[src/rtl/l2_request_arbiter.sv]
// Shares the single L1-to-L2 read port between the I-cache and the D-cache.
// One outstanding refill: round-robin grant, forward the address, then pass the L2 beats to the owner.
module l2_request_arbiter #(
  parameter int ADDRESS_WIDTH = 32,
  parameter int L2_BUS_WIDTH  = 32,
  parameter int BEATS         = 4
) (
  input  logic                     CLK,
  input  logic                     RST_N,
  input  logic                     ADDRESS_TO_L2_VALID_INS,
  output logic                     ADDRESS_TO_L2_READY_INS,
  input  logic [ADDRESS_WIDTH-3:0] ADDRESS_TO_L2_INS,
  output logic                     DATA_FROM_L2_VALID_INS,
  input  logic                     DATA_FROM_L2_READY_INS,
  output logic [L2_BUS_WIDTH-1:0]  DATA_FROM_L2_INS,
  input  logic                     ADDRESS_TO_L2_VALID_DAT,
  output logic                     ADDRESS_TO_L2_READY_DAT,
  input  logic [ADDRESS_WIDTH-3:0] ADDRESS_TO_L2_DAT,
  output logic                     DATA_FROM_L2_VALID_DAT,
  input  logic                     DATA_FROM_L2_READY_DAT,
  output logic [L2_BUS_WIDTH-1:0]  DATA_FROM_L2_DAT,
  output logic                     ADDRESS_TO_L2_VALID,
  input  logic                     ADDRESS_TO_L2_READY,
  output logic [ADDRESS_WIDTH-3:0] ADDRESS_TO_L2,
  input  logic                     DATA_FROM_L2_VALID,
  output logic                     DATA_FROM_L2_READY,
  input  logic [L2_BUS_WIDTH-1:0]  DATA_FROM_L2,
  output logic                     BUSY,
  output logic                     GRANT_OWNER
);

  localparam int WA    = ADDRESS_WIDTH - 2;
  localparam int CNT_W = (BEATS > 1) ? $clog2(BEATS) : 1;
  localparam logic [CNT_W-1:0] LAST_BEAT = CNT_W'(BEATS - 1);
  localparam logic OWNER_INS = 1'b0;
  localparam logic OWNER_DAT = 1'b1;

  typedef enum logic [1:0] {
    ST_IDLE = 2'b00,
    ST_ADDR = 2'b01,
    ST_DATA = 2'b10
  } state_t;

  state_t            state_r, state_s;
  logic              owner_r, owner_s;
  logic              ptr_r, ptr_s;
  logic [WA-1:0]     addr_r, addr_s;
  logic [CNT_W-1:0]  cnt_r, cnt_s;

  logic                    grant_ins_s, grant_dat_s;
  logic                    l2_addr_valid_s;
  logic [WA-1:0]           l2_addr_s;
  logic                    beat_ready_s, beat_done_s;
  logic                    ins_valid_s, dat_valid_s;
  logic [L2_BUS_WIDTH-1:0] ins_data_s, dat_data_s;

  // Next-state logic and the combinational pass-through paths for each phase
  always_comb begin
    state_s         = state_r;
    owner_s         = owner_r;
    ptr_s           = ptr_r;
    addr_s          = addr_r;
    cnt_s           = cnt_r;
    grant_ins_s     = 1'b0;
    grant_dat_s     = 1'b0;
    l2_addr_valid_s = 1'b0;
    l2_addr_s       = {WA{1'b0}};
    beat_ready_s    = 1'b0;
    beat_done_s     = 1'b0;
    ins_valid_s     = 1'b0;
    dat_valid_s     = 1'b0;
    ins_data_s      = {L2_BUS_WIDTH{1'b0}};
    dat_data_s      = {L2_BUS_WIDTH{1'b0}};
    case (state_r)
      ST_IDLE: begin
        // A lone requester always wins; on a tie the pointer decides.
        grant_ins_s = ADDRESS_TO_L2_VALID_INS & (~ADDRESS_TO_L2_VALID_DAT | (ptr_r == OWNER_INS));
        grant_dat_s = ADDRESS_TO_L2_VALID_DAT & (~ADDRESS_TO_L2_VALID_INS | (ptr_r == OWNER_DAT));
        if (grant_ins_s) begin
          addr_s  = ADDRESS_TO_L2_INS;
          owner_s = OWNER_INS;
          state_s = ST_ADDR;
        end else if (grant_dat_s) begin
          addr_s  = ADDRESS_TO_L2_DAT;
          owner_s = OWNER_DAT;
          state_s = ST_ADDR;
        end else begin
          state_s = ST_IDLE;
        end
      end
      ST_ADDR: begin
        l2_addr_valid_s = 1'b1;
        l2_addr_s       = addr_r;
        if (ADDRESS_TO_L2_READY) begin
          cnt_s   = {CNT_W{1'b0}};
          state_s = ST_DATA;
        end else begin
          state_s = ST_ADDR;
        end
      end
      ST_DATA: begin
        if (owner_r == OWNER_INS) begin
          ins_valid_s  = DATA_FROM_L2_VALID;
          ins_data_s   = DATA_FROM_L2;
          beat_ready_s = DATA_FROM_L2_READY_INS;
        end else begin
          dat_valid_s  = DATA_FROM_L2_VALID;
          dat_data_s   = DATA_FROM_L2;
          beat_ready_s = DATA_FROM_L2_READY_DAT;
        end
        beat_done_s = DATA_FROM_L2_VALID & beat_ready_s;
        if (beat_done_s) begin
          if (cnt_r == LAST_BEAT) begin
            state_s = ST_IDLE;
            ptr_s   = ~owner_r;
          end else begin
            cnt_s = cnt_r + CNT_W'(1'b1);
          end
        end else begin
          cnt_s = cnt_r;
        end
      end
      default: begin
        state_s = ST_IDLE;
      end
    endcase
  end

  // State, owner, priority pointer, captured address and beat counter
  always_ff @(posedge CLK or negedge RST_N) begin
    if (!RST_N) begin
      state_r <= ST_IDLE;
      owner_r <= OWNER_INS;
      ptr_r   <= OWNER_INS;
      addr_r  <= {WA{1'b0}};
      cnt_r   <= {CNT_W{1'b0}};
    end else begin
      state_r <= state_s;
      owner_r <= owner_s;
      ptr_r   <= ptr_s;
      addr_r  <= addr_s;
      cnt_r   <= cnt_s;
    end
  end

  // Readies are gated by reset so every output reads zero while reset is held.
  assign ADDRESS_TO_L2_READY_INS = grant_ins_s & RST_N;
  assign ADDRESS_TO_L2_READY_DAT = grant_dat_s & RST_N;
  assign ADDRESS_TO_L2_VALID     = l2_addr_valid_s;
  assign ADDRESS_TO_L2           = l2_addr_s;
  assign DATA_FROM_L2_READY      = beat_ready_s;
  assign DATA_FROM_L2_VALID_INS  = ins_valid_s;
  assign DATA_FROM_L2_INS        = ins_data_s;
  assign DATA_FROM_L2_VALID_DAT  = dat_valid_s;
  assign DATA_FROM_L2_DAT        = dat_data_s;
  assign BUSY                    = (state_r != ST_IDLE);
  assign GRANT_OWNER             = owner_r;

endmodule
[config.mk]
export PLATFORM = sky130hd
export DESIGN_NAME = l2_request_arbiter
export DESIGN_NICKNAME = d
export VERILOG_FILES = /design/src/rtl/l2_request_arbiter.sv
export SDC_FILE = /design/constraint.sdc
export NUM_CORES = 1
export LEC_CHECK = 0
export BUFFER_PORTS_ARGS = -buffer_cell sky130_fd_sc_hd__buf_2
export CAP_MARGIN = 20
export CORE_ASPECT_RATIO = 0.7
export CORE_MARGIN = 2
export CORE_UTILIZATION = 37
export CTS_CLUSTER_SIZE = 10
export DETAILED_ROUTE_END_ITERATION = 10
export PLACE_DENSITY_LB_ADDON = 0.08
export SYNTH_ARGS = -nofsm -noshare
export SYNTH_HDL_FRONTEND = slang
export SYNTH_SLANG_ARGS = --single-unit
[constraint.sdc]
create_clock -name CLK -period 1.5 [get_ports CLK]
set_clock_uncertainty 0.1 [all_clocks]
set_input_delay 0.3 -clock CLK [delete_from_list [all_inputs] [get_ports CLK]]
set_output_delay 0.3 -clock CLK [all_outputs]
set_load 0.02 [all_outputs]
Yosys cells after proc, flatten, opt, wreduce, memory -nomap -nowiden
Cells that the tools add are included.
Widths: inputs -> output; s select.
{ "word_totals": {"reg_bits": 36, "input_bits": 100, "output_inout_bits": 102} }
{ "classes": {"addsub": 1, "n_eq_ne": 7, "muxes": 29, "n_bitwise": 11, "n_reduce_logical": 8} }
{ "op_table": {"columns": ["op", "n"], "rows": [
  ["$mux 32", 4],
  ["$mux 30", 3],
  ["$mux 1", 14],
  ["$mux 2", 6],
  ["$ne 2x2->1 const B", 4],
  ["$pmux 2 s3", 1],
  ["$reduce_bool 2->1", 3],
  ["$and 1x1->1", 5],
  ["$eq 2x2->1 const B", 2],
  ["$not 1->1", 4],
  ["$pmux 2 s2", 1],
  ["$reduce_and 2->1", 2],
  ["$reduce_and 4->1", 1],
  ["$reduce_and 3->1", 1],
  ["$add 2x1->2 const B", 1],
  ["$eq 2x1->1 const B", 1],
  ["$logic_not 2->1", 1],
  ["$or 1x1->1", 2]
]} }

Longest topological paths before layout
{ "depth": {"depth_word": 6, "mapped_depth": 5} }

Worst setup path after synthesis
OpenSTA, ideal clock, no wires.
{ "synth_path": {"path_kind": "register to output", "startpoint": "register state_r[1]", "endpoint": "output ADDRESS_TO_L2[10]", "arrival_time_ns": 1.316, "required_time_ns": 1.100, "slack_ns": -0.216, "path_stages_with_launch": 4, "path_buffers": 1, "path_cell_list": "dfrtp_1 > and2b_1 > clkbuf_1 > and2_1"} }
{ "synth_between": {"elab_chain_cells": 2} }
{ "synth_lines": {"columns": ["element", "line_no", "text"], "rows": [
  ["start: declaration", "44", "state_t state_r, state_s;"],
  ["start signal: assignment", "138", "state_r <= state_s;"],
  ["$eq 2x1->1", "74", "case (state_r)"],
  ["$mux 30", "74", null],
  ["end: declaration", "24", "output logic [ADDRESS_WIDTH-3:0] ADDRESS_TO_L2,"]
]} }
Every way passes these cells.

Worst setup path in the final report
{ "layout_path": {"startpoint": "register state_r[1]", "endpoint": "output DATA_FROM_L2_DAT[7]"} }
{ "layout_between": {"elab_chain_cells": 2} }
{ "layout_lines": {"columns": ["element", "line_no", "text"], "rows": [
  ["$eq 2x2->1", "74", null],
  ["$mux 32", "74", null],
  ["end: declaration", "21", "output logic [L2_BUS_WIDTH-1:0] DATA_FROM_L2_DAT,"]
]} }
Every way passes these cells.

==> impl_metrics.toml <==
[outcome]
outcome = "complete, but fails checks"
violations = "setup timing"

[cells_and_area]
drive_above_1_share = 0.848
instances_no_fill = 571
fill_cells = 577
syn2layout_area_growth_pct = 85.0
final_nets = 573
n_antenna_cell = 0
utilization = 0.700

[logic_synthesis]
syn_area_um2 = 2730
synth_top_area_cell = "dfrtp_1"
synth-compound-area-share = 0.0330
synth_seq_area_share = 0.330
syn_nets = 344
ys_warn_count = 0
synth_enable_flop_cells = 0
synthAdderAreaFrac = 0.00458
synth_top_cell_area_share = 0.330
synth_xor_xnor_area_share = 0
synth_cells = 243
synth_top_cells_by_area = "dfrtp_1 33%, mux2_4 31%, and2_1 15%, and3_1 8.2%, clkbuf_1 1.2%"
avgSynthCellArea_um2 = 11.3
yosys_register_bits = 36
async_flop_share = 1.00
synth_top_family_by_area = "multiplexers"
synth_top_cells_by_count = "64 x and2_1, 57 x mux2_4, 36 x and3_1, 36 x dfrtp_1, 9 x clkbuf_1"
synth_mux_area_frac = 0.337
synth_cell_types = 29
ys.flop_type = "dfrtp_1"
synth-simple-area-share = 0.248
synth_most_common_cell = "and2_1"

[route]
vias_per_cell = 4.70
wl_met1_mm = 3.96
route.met3.wl_um = 478
avgRoutedWirePerCell_um = 15.5
wl_mm = 8.86
antenna_left = 0
top_layer = "met4"
via_count = 2686
dr_wl_met2_mm = 4.35
drc_errors = 0
first_pass_iters = 4
drtIter0Drc = 64

[setup_path]
cp_max_fo = 8
cp_slowest_stage_delay_ns = 0.39
path_cells = "nor2b_2 -> buf_4 -> clkbuf_16 -> and3_2 -> buf_4"
critical_path.slowest_cell = "dfrtp_1"
critPathLaunchType = "register"
critPathCaptureType = "output pin"
reg2reg_from = "state_r[1]"
cp_data_required_time_ns = 1.10
timing.rr.end = "addr_r[18]"
reg2reg_slack_ns = -0.24
critical_path_class = "reg2out"
path_common_cell = "buf_4"
crit_arrival_ns = 1.54
reg2reg_depth = 7

[floorplan]
start_util = 0.379
die_h_um = 75.9
num_io_pins = 202
core-area_um2 = 7220
fp.dieArea_um2 = 8100
rows = 26
chipWidth_um = 107

[grt]
grt_pass1_vias = 2715
grt.total_usage = 0.184
grt_overflow = 0
antenna_found_initial = 0
grt_max_degree = 36
grt_pass1_wl_mm = 12.3

[timing]
period_minus_slack_ns = 1.94
postLayoutSetupSlackWorst_ns = -0.437
hold-worst-slack_ns = 0.0200
slew_violations = 0
rsz0062_at_grt = "true"
max_freq_mhz = 516
worstMarginPinSlew_ns = 0.449
finalSetupViolCount = 132
period_share = 1.29
hold_violations = 0
relSlewSlack = 0.701

[placement]
dp_cells = 544
numPortBuffers = 201
place_congestion = 0.801
hpwl_mm = 5.62

[job]
max_cap_violations = 0

[power_and_ir_drop]
powerDensity_nw_per_um2 = 1700
power_uw = 8590
leakagePower_uw = 0.00275
ir_worst_vdd_v = 0.000678

[clock_network]
cts_max_level = 2
cts.sinks = 36
clk_pin_slew_ns = 0.07
clk_path_buf_depth = 2
insertion_delay_ns = 0.27
cts-root-buf = "clkbuf_8"
cts_tree = "yes"
cts_made_buffers = 5

[worst_hold_path]
hold_path.class = "in2async"
-- where the power goes --
part	total [µW]	internal [µW]	switching [µW]
Combinational	6210	3600	2610
Sequential	1730	1460	271
Clock	650	326	324
Total	8590	5390	3210
-- sequential cells by signal (all words and copies together), names as in the netlist --
register and flops:
state_r 2, cnt_r 2, ptr_r 1, GRANT_OWNER 1, addr_r 30
-- worst max-delay path by stage --
stage | slack (ns) | to | startpoint
after global routing | -0.48 | ADDRESS_TO_L2[17] | state_r[1]
after CTS | -0.45 | DATA_FROM_L2_VALID_INS | state_r[1]
after floorplan | -0.09 | DATA_FROM_L2_INS[10] | state_r[1]
after global placement | -0.18 | addr_r[21] | ADDRESS_TO_L2_VALID_DAT
final | -0.44 | DATA_FROM_L2_DAT[7] | state_r[1]
after detailed placement | -0.20 | addr_r[7] | ADDRESS_TO_L2_VALID_DAT
-- critical path, delay by kind of cell (launching register included) --
family                 cells  cell delay [ns]
buffers and inverters      3             0.50
and+or+nand+nor            2             0.38
DFF                        1             0.39
-- layout make-up --
| type | count | area, µm² | area share |
|---|---|---|---|
| repair buffers | 242 | 2000 | 0.396 |
| multi-input cells | 183 | 1930 | 0.382 |
| flip-flops and latches | 36 | 902 | 0.178 |
| well taps | 98 | 123 | 0.0242 |
| clock buffers | 7 | 76.3 | 0.0151 |
| inverters | 4 | 15.0 | 0.00297 |
| clock inverters | 1 | 5.00 | 0.000990 |
-- cell usage in the layout (no fill, tap or decap), drive strengths merged --
master,n
dlygate4sd3,1
a41oi,1
nand3,1
o21ai,1
inv,4
dfrtp,36
and3,36
a21o,1
a21oi,2
clkinv,1
and2,64
mux2i,1
nor2,1
mux2,62
clkbuf,15
nor4bb,1
a21boi,3
buf,233
and2b,2
o21a,1
nand2,1
a22o,1
ha,1
nor2b,1
nand4,1
a211oi,1
-- metrics by stage --
step / setup WS, ns / instance area [µm²] / setup TNS, ns
2_1_floorplan: -0.0925 / 2900 / -5.38
3_3_place_gp: -0.177 / 4100 / -15.35
3_5_place_dp: -0.196 / 4100 / -17.70
4_1_cts: -0.452 / 4390 / -48.47
5_1_grt: -0.477 / 5060 / -53.25
6_report: -0.437 / 5060 / -46.43
-- logic make-up after synthesis --
family / count (synthesis)
AO/OA/AOI/OAI: 11
flip-flops: 36
multiplexers: 63
adder cells (fa/ha/maj): 1
AND/OR/NAND/NOR: 108
buffers and inverters: 24
-- per-layer routing --
| layer | up-vias | track usage |
|---|---|---|
| li1 | 1298 | - |
| met1 | 1284 | 0.221 |
| met2 | 96 | 0.334 |
| met3 | 8 | 0.0413 |
| met4 | 0 | 0.0403 |
| met5 | - | 0 |
-- what timing repair did --
action,CTS,global route
setup buffers,4,5
hold buffers,1,0
gates resized for setup,42,147
endpoints found under the setup margin,133,134
gates cloned,1,10
pin swaps,1,6
endpoints found under the hold margin,1,0
Power figures use the tool's default switching activity.
